==> src/rtl/cursor_position_tracker.sv <==
// Decodes a 3-byte PS/2 mouse packet stream into button levels and pending motion,
// then applies the pending motion to a clamped sprite position once per frame.
module cursor_position_tracker #(
    parameter int unsigned SCREEN_W       = 640,
    parameter int unsigned SCREEN_H       = 480,
    parameter int unsigned SPRITE_W       = 64,
    parameter int unsigned SPRITE_H       = 64,
    parameter int unsigned INIT_X         = 288,
    parameter int unsigned INIT_Y         = 208,
    parameter int unsigned TIMEOUT_CYCLES = 200000,
    parameter int unsigned ACC_W          = 12
) (
    input  logic       clk,
    input  logic       rst_n,
    input  logic [7:0] rx_data,
    input  logic       rx_valid,
    input  logic       frame_start,
    output logic [9:0] sprite_x,
    output logic [8:0] sprite_y,
    output logic       btn_left,
    output logic       btn_right,
    output logic       click,
    output logic       pkt_done,
    output logic       sync_err
);

    localparam int unsigned MAX_X = SCREEN_W - SPRITE_W;
    localparam int unsigned MAX_Y = SCREEN_H - SPRITE_H;
    localparam int unsigned TW    = $clog2(TIMEOUT_CYCLES + 1);
    // Sum width covers both the 10-bit position and the signed accumulator with headroom.
    localparam int unsigned PW    = ((ACC_W > 10) ? ACC_W : 10) + 2;

    localparam logic signed [ACC_W-1:0] ACC_MAX = {1'b0, {(ACC_W-1){1'b1}}};
    localparam logic signed [ACC_W-1:0] ACC_MIN = -ACC_MAX;
    localparam logic signed [PW-1:0]    SAT_HI  = PW'(ACC_MAX);
    localparam logic signed [PW-1:0]    SAT_LO  = PW'(ACC_MIN);
    localparam logic signed [PW-1:0]    MAX_X_S = PW'(MAX_X);
    localparam logic signed [PW-1:0]    MAX_Y_S = PW'(MAX_Y);
    localparam logic [TW-1:0]           TMO_LAST = TW'(TIMEOUT_CYCLES - 1);

    typedef enum logic [1:0] {
        B0 = 2'd0,
        B1 = 2'd1,
        B2 = 2'd2
    } state_t;

    typedef struct packed {
        logic oy;
        logic ox;
        logic sy;
        logic sx;
        logic r;
        logic l;
    } hdr_t;

    state_t                   state;
    hdr_t                     hdr;
    logic [7:0]               dx_lo;
    logic [TW-1:0]            tcnt;
    logic signed [ACC_W-1:0]  acc_x;
    logic signed [ACC_W-1:0]  acc_y;

    logic                     pkt_fire;
    logic                     timeout;
    logic signed [PW-1:0]     dx_ext;
    logic signed [PW-1:0]     dy_ext;
    logic signed [PW-1:0]     base_x;
    logic signed [PW-1:0]     base_y;
    logic signed [PW-1:0]     sum_x;
    logic signed [PW-1:0]     sum_y;
    logic signed [PW-1:0]     nx;
    logic signed [PW-1:0]     ny;
    logic signed [ACC_W-1:0]  acc_x_nxt;
    logic signed [ACC_W-1:0]  acc_y_nxt;
    logic [9:0]               nx_clamped;
    logic [8:0]               ny_clamped;

    function automatic logic signed [ACC_W-1:0] sat(input logic signed [PW-1:0] v);
        if (v > SAT_HI) begin
            return ACC_MAX;
        end else if (v < SAT_LO) begin
            return ACC_MIN;
        end else begin
            return ACC_W'(v);
        end
    endfunction

    // Packet delta accumulation and per-frame position update.
    always_comb begin
        pkt_fire   = rx_valid && (state == B2);
        timeout    = (state != B0) && !rx_valid && (tcnt == TMO_LAST);

        dx_ext     = PW'($signed({hdr.sx, dx_lo}));
        dy_ext     = PW'($signed({hdr.sy, rx_data}));

        // A coincident frame consumes the old totals, so the new packet starts from zero.
        base_x     = frame_start ? '0 : PW'(acc_x);
        base_y     = frame_start ? '0 : PW'(acc_y);
        sum_x      = hdr.ox ? base_x : base_x + dx_ext;
        sum_y      = hdr.oy ? base_y : base_y - dy_ext;

        acc_x_nxt  = acc_x;
        acc_y_nxt  = acc_y;
        if (pkt_fire) begin
            acc_x_nxt = sat(sum_x);
            acc_y_nxt = sat(sum_y);
        end else if (frame_start) begin
            acc_x_nxt = '0;
            acc_y_nxt = '0;
        end

        nx         = PW'($signed({1'b0, sprite_x})) + PW'(acc_x);
        ny         = PW'($signed({1'b0, sprite_y})) + PW'(acc_y);

        nx_clamped = nx[9:0];
        if (nx[PW-1]) begin
            nx_clamped = '0;
        end else if (nx > MAX_X_S) begin
            nx_clamped = 10'(MAX_X);
        end

        ny_clamped = ny[8:0];
        if (ny[PW-1]) begin
            ny_clamped = '0;
        end else if (ny > MAX_Y_S) begin
            ny_clamped = 9'(MAX_Y);
        end
    end

    // Packet framing FSM with inter-byte timeout, plus registered outputs.
    always_ff @(posedge clk or negedge rst_n) begin
        if (!rst_n) begin
            state     <= B0;
            hdr       <= '0;
            dx_lo     <= '0;
            tcnt      <= '0;
            acc_x     <= '0;
            acc_y     <= '0;
            sprite_x  <= 10'(INIT_X);
            sprite_y  <= 9'(INIT_Y);
            btn_left  <= 1'b0;
            btn_right <= 1'b0;
            click     <= 1'b0;
            pkt_done  <= 1'b0;
            sync_err  <= 1'b0;
        end else begin
            click    <= 1'b0;
            pkt_done <= 1'b0;
            sync_err <= 1'b0;
            acc_x    <= acc_x_nxt;
            acc_y    <= acc_y_nxt;

            if (frame_start) begin
                sprite_x <= nx_clamped;
                sprite_y <= ny_clamped;
            end

            unique case (state)
                B0: begin
                    tcnt <= '0;
                    if (rx_valid) begin
                        if (rx_data[3]) begin
                            hdr   <= '{oy: rx_data[7], ox: rx_data[6], sy: rx_data[5],
                                       sx: rx_data[4], r: rx_data[1], l: rx_data[0]};
                            state <= B1;
                        end else begin
                            sync_err <= 1'b1;
                        end
                    end
                end
                B1: begin
                    if (rx_valid) begin
                        dx_lo <= rx_data;
                        tcnt  <= '0;
                        state <= B2;
                    end else if (timeout) begin
                        sync_err <= 1'b1;
                        tcnt     <= '0;
                        state    <= B0;
                    end else begin
                        tcnt <= tcnt + TW'(1);
                    end
                end
                B2: begin
                    if (rx_valid) begin
                        btn_left  <= hdr.l;
                        btn_right <= hdr.r;
                        click     <= hdr.l && !btn_left;
                        pkt_done  <= 1'b1;
                        tcnt      <= '0;
                        state     <= B0;
                    end else if (timeout) begin
                        sync_err <= 1'b1;
                        tcnt     <= '0;
                        state    <= B0;
                    end else begin
                        tcnt <= tcnt + TW'(1);
                    end
                end
                default: begin
                    tcnt  <= '0;
                    state <= B0;
                end
            endcase
        end
    end

endmodule

==> config.mk <==
export PLATFORM = sky130hd
export DESIGN_NAME = cursor_position_tracker
export DESIGN_NICKNAME = d
export VERILOG_FILES = /design/src/rtl/cursor_position_tracker.sv
export SDC_FILE = /design/constraint.sdc
export NUM_CORES = 1
export LEC_CHECK = 0
export BUFFER_PORTS_ARGS = -buffer_cell sky130_fd_sc_hd__buf_2
export CORE_AREA = 2 2 105 107
export CTS_CLUSTER_SIZE = 16
export DETAILED_ROUTE_END_ITERATION = 12
export DIE_AREA = 0 0 107 109
export MAX_ROUTING_LAYER = met4
export PLACE_DENSITY = 0.84
export REMOVE_ABC_BUFFERS = 1
export SKIP_LAST_GASP = 1
export SYNTH_ARGS = -nofsm -noshare
export SYNTH_HDL_FRONTEND = slang
export SYNTH_SLANG_ARGS = --single-unit
==> constraint.sdc <==
create_clock -name clk -period 4.49 [get_ports clk]
set_clock_uncertainty 0.2 [all_clocks]
set_input_delay 0.2245 -clock clk [delete_from_list [all_inputs] [get_ports clk]]
set_output_delay 0.2245 -clock clk [all_outputs]
set_load 0.01 [all_outputs]
==> metrics <==
status=finished clean; WP data arrival=4010 ps; CTS tree=built; number of gates resized after cts=0; TritonCTS buffer count=9; antenna cell count=0; Tmin final=3932 ps; Crit Path Max Fanout=8; Initial DRT Pass Iterations=6; setup_tns=0 ps; Max VDD drop=0.3086 mV; GRT overflow=0; Avg Vias per Cell=6.433; WL final=16.51 mm; RSZ-0062 raised after global routing=false; root buf cell=clkbuf_8; Post-Synth Adder-Cell Area=9.843%; Skew-Pair Late Insertion Delay=370 ps; Synth Area in Simple Gates=20.41%; largest family of logic cells by synthesized area=compound AO/OA/AOI/OAI gates; vias in the first global route=5693; synthesis-to-finish area growth=7.694%; die outline height=109 um; Clock Sinks=82; compound-cell area share of the yosys netlist=26.46%; Reg-to-Reg Start=acc_x[0]; H-tree depth reported by CTS=3; Leak Pwr=3.204 nW; DRC Markers=0; die span in x=107 um; overall power=4.297 mW; max-cap violation count=0; full die area=11660 sq um; Initial Util=61.51%; type of destination of the critical path=flop; r2r setup slk=560 ps; Setup CP Type=flop to flop; WHS Path Cells=3; share of cells above drive strength 1=11.07%; Final period util=87.58%; Seq/Total Area, Yosys=31.56%; nets=850; Crit path required time=4570 ps; Most used DFF post-synth=dfrtp_1; antenna viol nets, final=0; GRT Total Usage=30.22%; num ports=36; total number of vias=6015; global-route wire length before repair=27.39 mm; actual slew at the worst max-slew pin=1025 ps; Hold EP=dx_lo[4]; commonest non-fill, non-tap cell in the layout=dfrtp_1; Rows=38; ys async rst share=100.0%; average size of a mapped cell=8.569 sq um; mux cell area share after synthesis=1.765%; Syn Inst Count=761; Clock Path Buffers=2; Synth Area in XOR/XNOR=5.238%; synth unique cells=89; initial antenna violation count=0; largest net degree at the start of global routing=83; FF-to-FF path depth=11; CTS clock-pin slew for the worst setup and hold paths=80 ps; Post-synth EDFFs=0; Yosys reg bits=82; yosys warns=0; Final Wtd Congestion=0.8937; CP Launch Type=flop; Final setup violation count=0; dpl hpwl=12.32 mm; RR Endpoint=acc_x[3]; commonest non-fill, non-tap cells in the layout=dfrtp_1, nand2_1, nor2_1; Slew headroom=31.70%; fin. max-slew vios=0; final hold vios=0; initial DRC count=533; Synth Cell Area=6521 sq um; fmax=0.2543 GHz; CORE AREA=10600 sq um; per-cell routed wire length=17.65 um; Hold Path Class=input port to flop; hold_sp=rx_data[4]; PwrDens=611.8 nW/um^2; Buffers on Ports=35
-- state kept, by name, summed over array words and instances, names as in the netlist, 2 cells and up --
register / count
acc_y: 12
tcnt: 18
acc_x: 12
sprite_x: 10
hdr: 4
dx_lo: 8
state: 2
sprite_y: 9
-- critical path, stage by stage (launching register included) --
cell	delay (ps)
dfrtp_1	430
nor2b_1	260
ha_1	240
a21oi_1	110
a221oi_1	450
a211oi_2	170
o31ai_1	490
mux2_4	370
a2111oi_4	570
nor2_2	140
and3_1	220
a211oi_2	200
-- area by class of cell --
type                    count  area [sq um]
clock inverters             5         37.54
repair buffers             44         257.7
flip-flops and latches     82          2058
multi-input cells         603          4155
clock buffers              11         151.4
well taps                 140         175.2
fillers                   850          3580
inverters                  50         187.7
-- metrics by stage --
step	instances	worst slack, ps	instance area (sq um)	hold slack, ps	utilization [%]
6_report	935	557.8	7023	27.21	66.24
5_1_grt	935	276.6	7023	43.77	66.24
4_1_cts	935	584.3	7023	8.988	66.24
3_5_place_dp	914	388.8	6784	245.9	63.98
3_3_place_gp	914	589.0	6784	240.4	63.98
2_1_floorplan	735	1045	6401	-271.1	-
-- kinds of logic (layout without fill, tap and decap cells) --
kind of cell / Yosys count / after routing
multiplexers: 10 / 10
adder cells (fa/ha/maj): 49 / 49
buffers and inverters: 76 / 110
flip-flops: 82 / 82
AND/OR/NAND/NOR: 263 / 263
XOR/XNOR: 39 / 39
AO/OA/AOI/OAI: 242 / 242
-- where the power goes --
part	internal, mW	switching (mW)	total (mW)
Clock	0.233	0.296	0.529
Combinational	1.02	1.46	2.48
Sequential	0.972	0.312	1.28
Total	2.23	2.07	4.30
-- routing by layer --
layer	track usage, %	part of all wire, %
met3	3.467	6.0
met2	49.91	48
met4	10.58	2.3
met1	38.85	44
met5	-	0
-- worst max-delay path by stage --
stage           startpoint       end  slack, ps
6_report          acc_x[0]  acc_x[3]        560
5_1_grt           acc_x[0]  acc_x[3]        280
4_1_cts           acc_x[0]  acc_x[3]        580
3_5_place_dp   frame_start  acc_x[3]        390
3_3_place_gp   frame_start  acc_x[3]        590
2_1_floorplan     acc_x[0]  acc_x[5]       1050
-- cells in the mapped netlist (all sizes together) (6+ instances only) --
cell	count	share of area (%)
a211oi	11	1.4
a21o	10	1.2
a21oi	53	4.4
a31oi	10	1.1
and3	11	1.1
buf	6	0.67
clkbuf	20	1.2
dfrtp	77	30
ha	44	8.4
inv	49	2.8
mux2	6	1.2
nand2	73	4.2
nand2b	6	0.69
nand3	13	1.0
nand4	7	0.67
nor2	69	4.0
nor2b	23	2.2
nor3	13	1.0
nor3b	7	0.81
nor4	7	0.67
o211ai	6	0.69
o21a	14	1.6
o21ai	48	3.7
o31ai	8	0.92
o32ai	6	1.0
or2	7	0.67
xnor2	20	2.7
xor2	19	2.6
-- repair_timing --
action,in CTS,in global routing
hold endpoints to repair,83,0
buffers inserted,0,0
hold buffers,5,0
No activity file was read; power rests on OpenSTA's default activity.
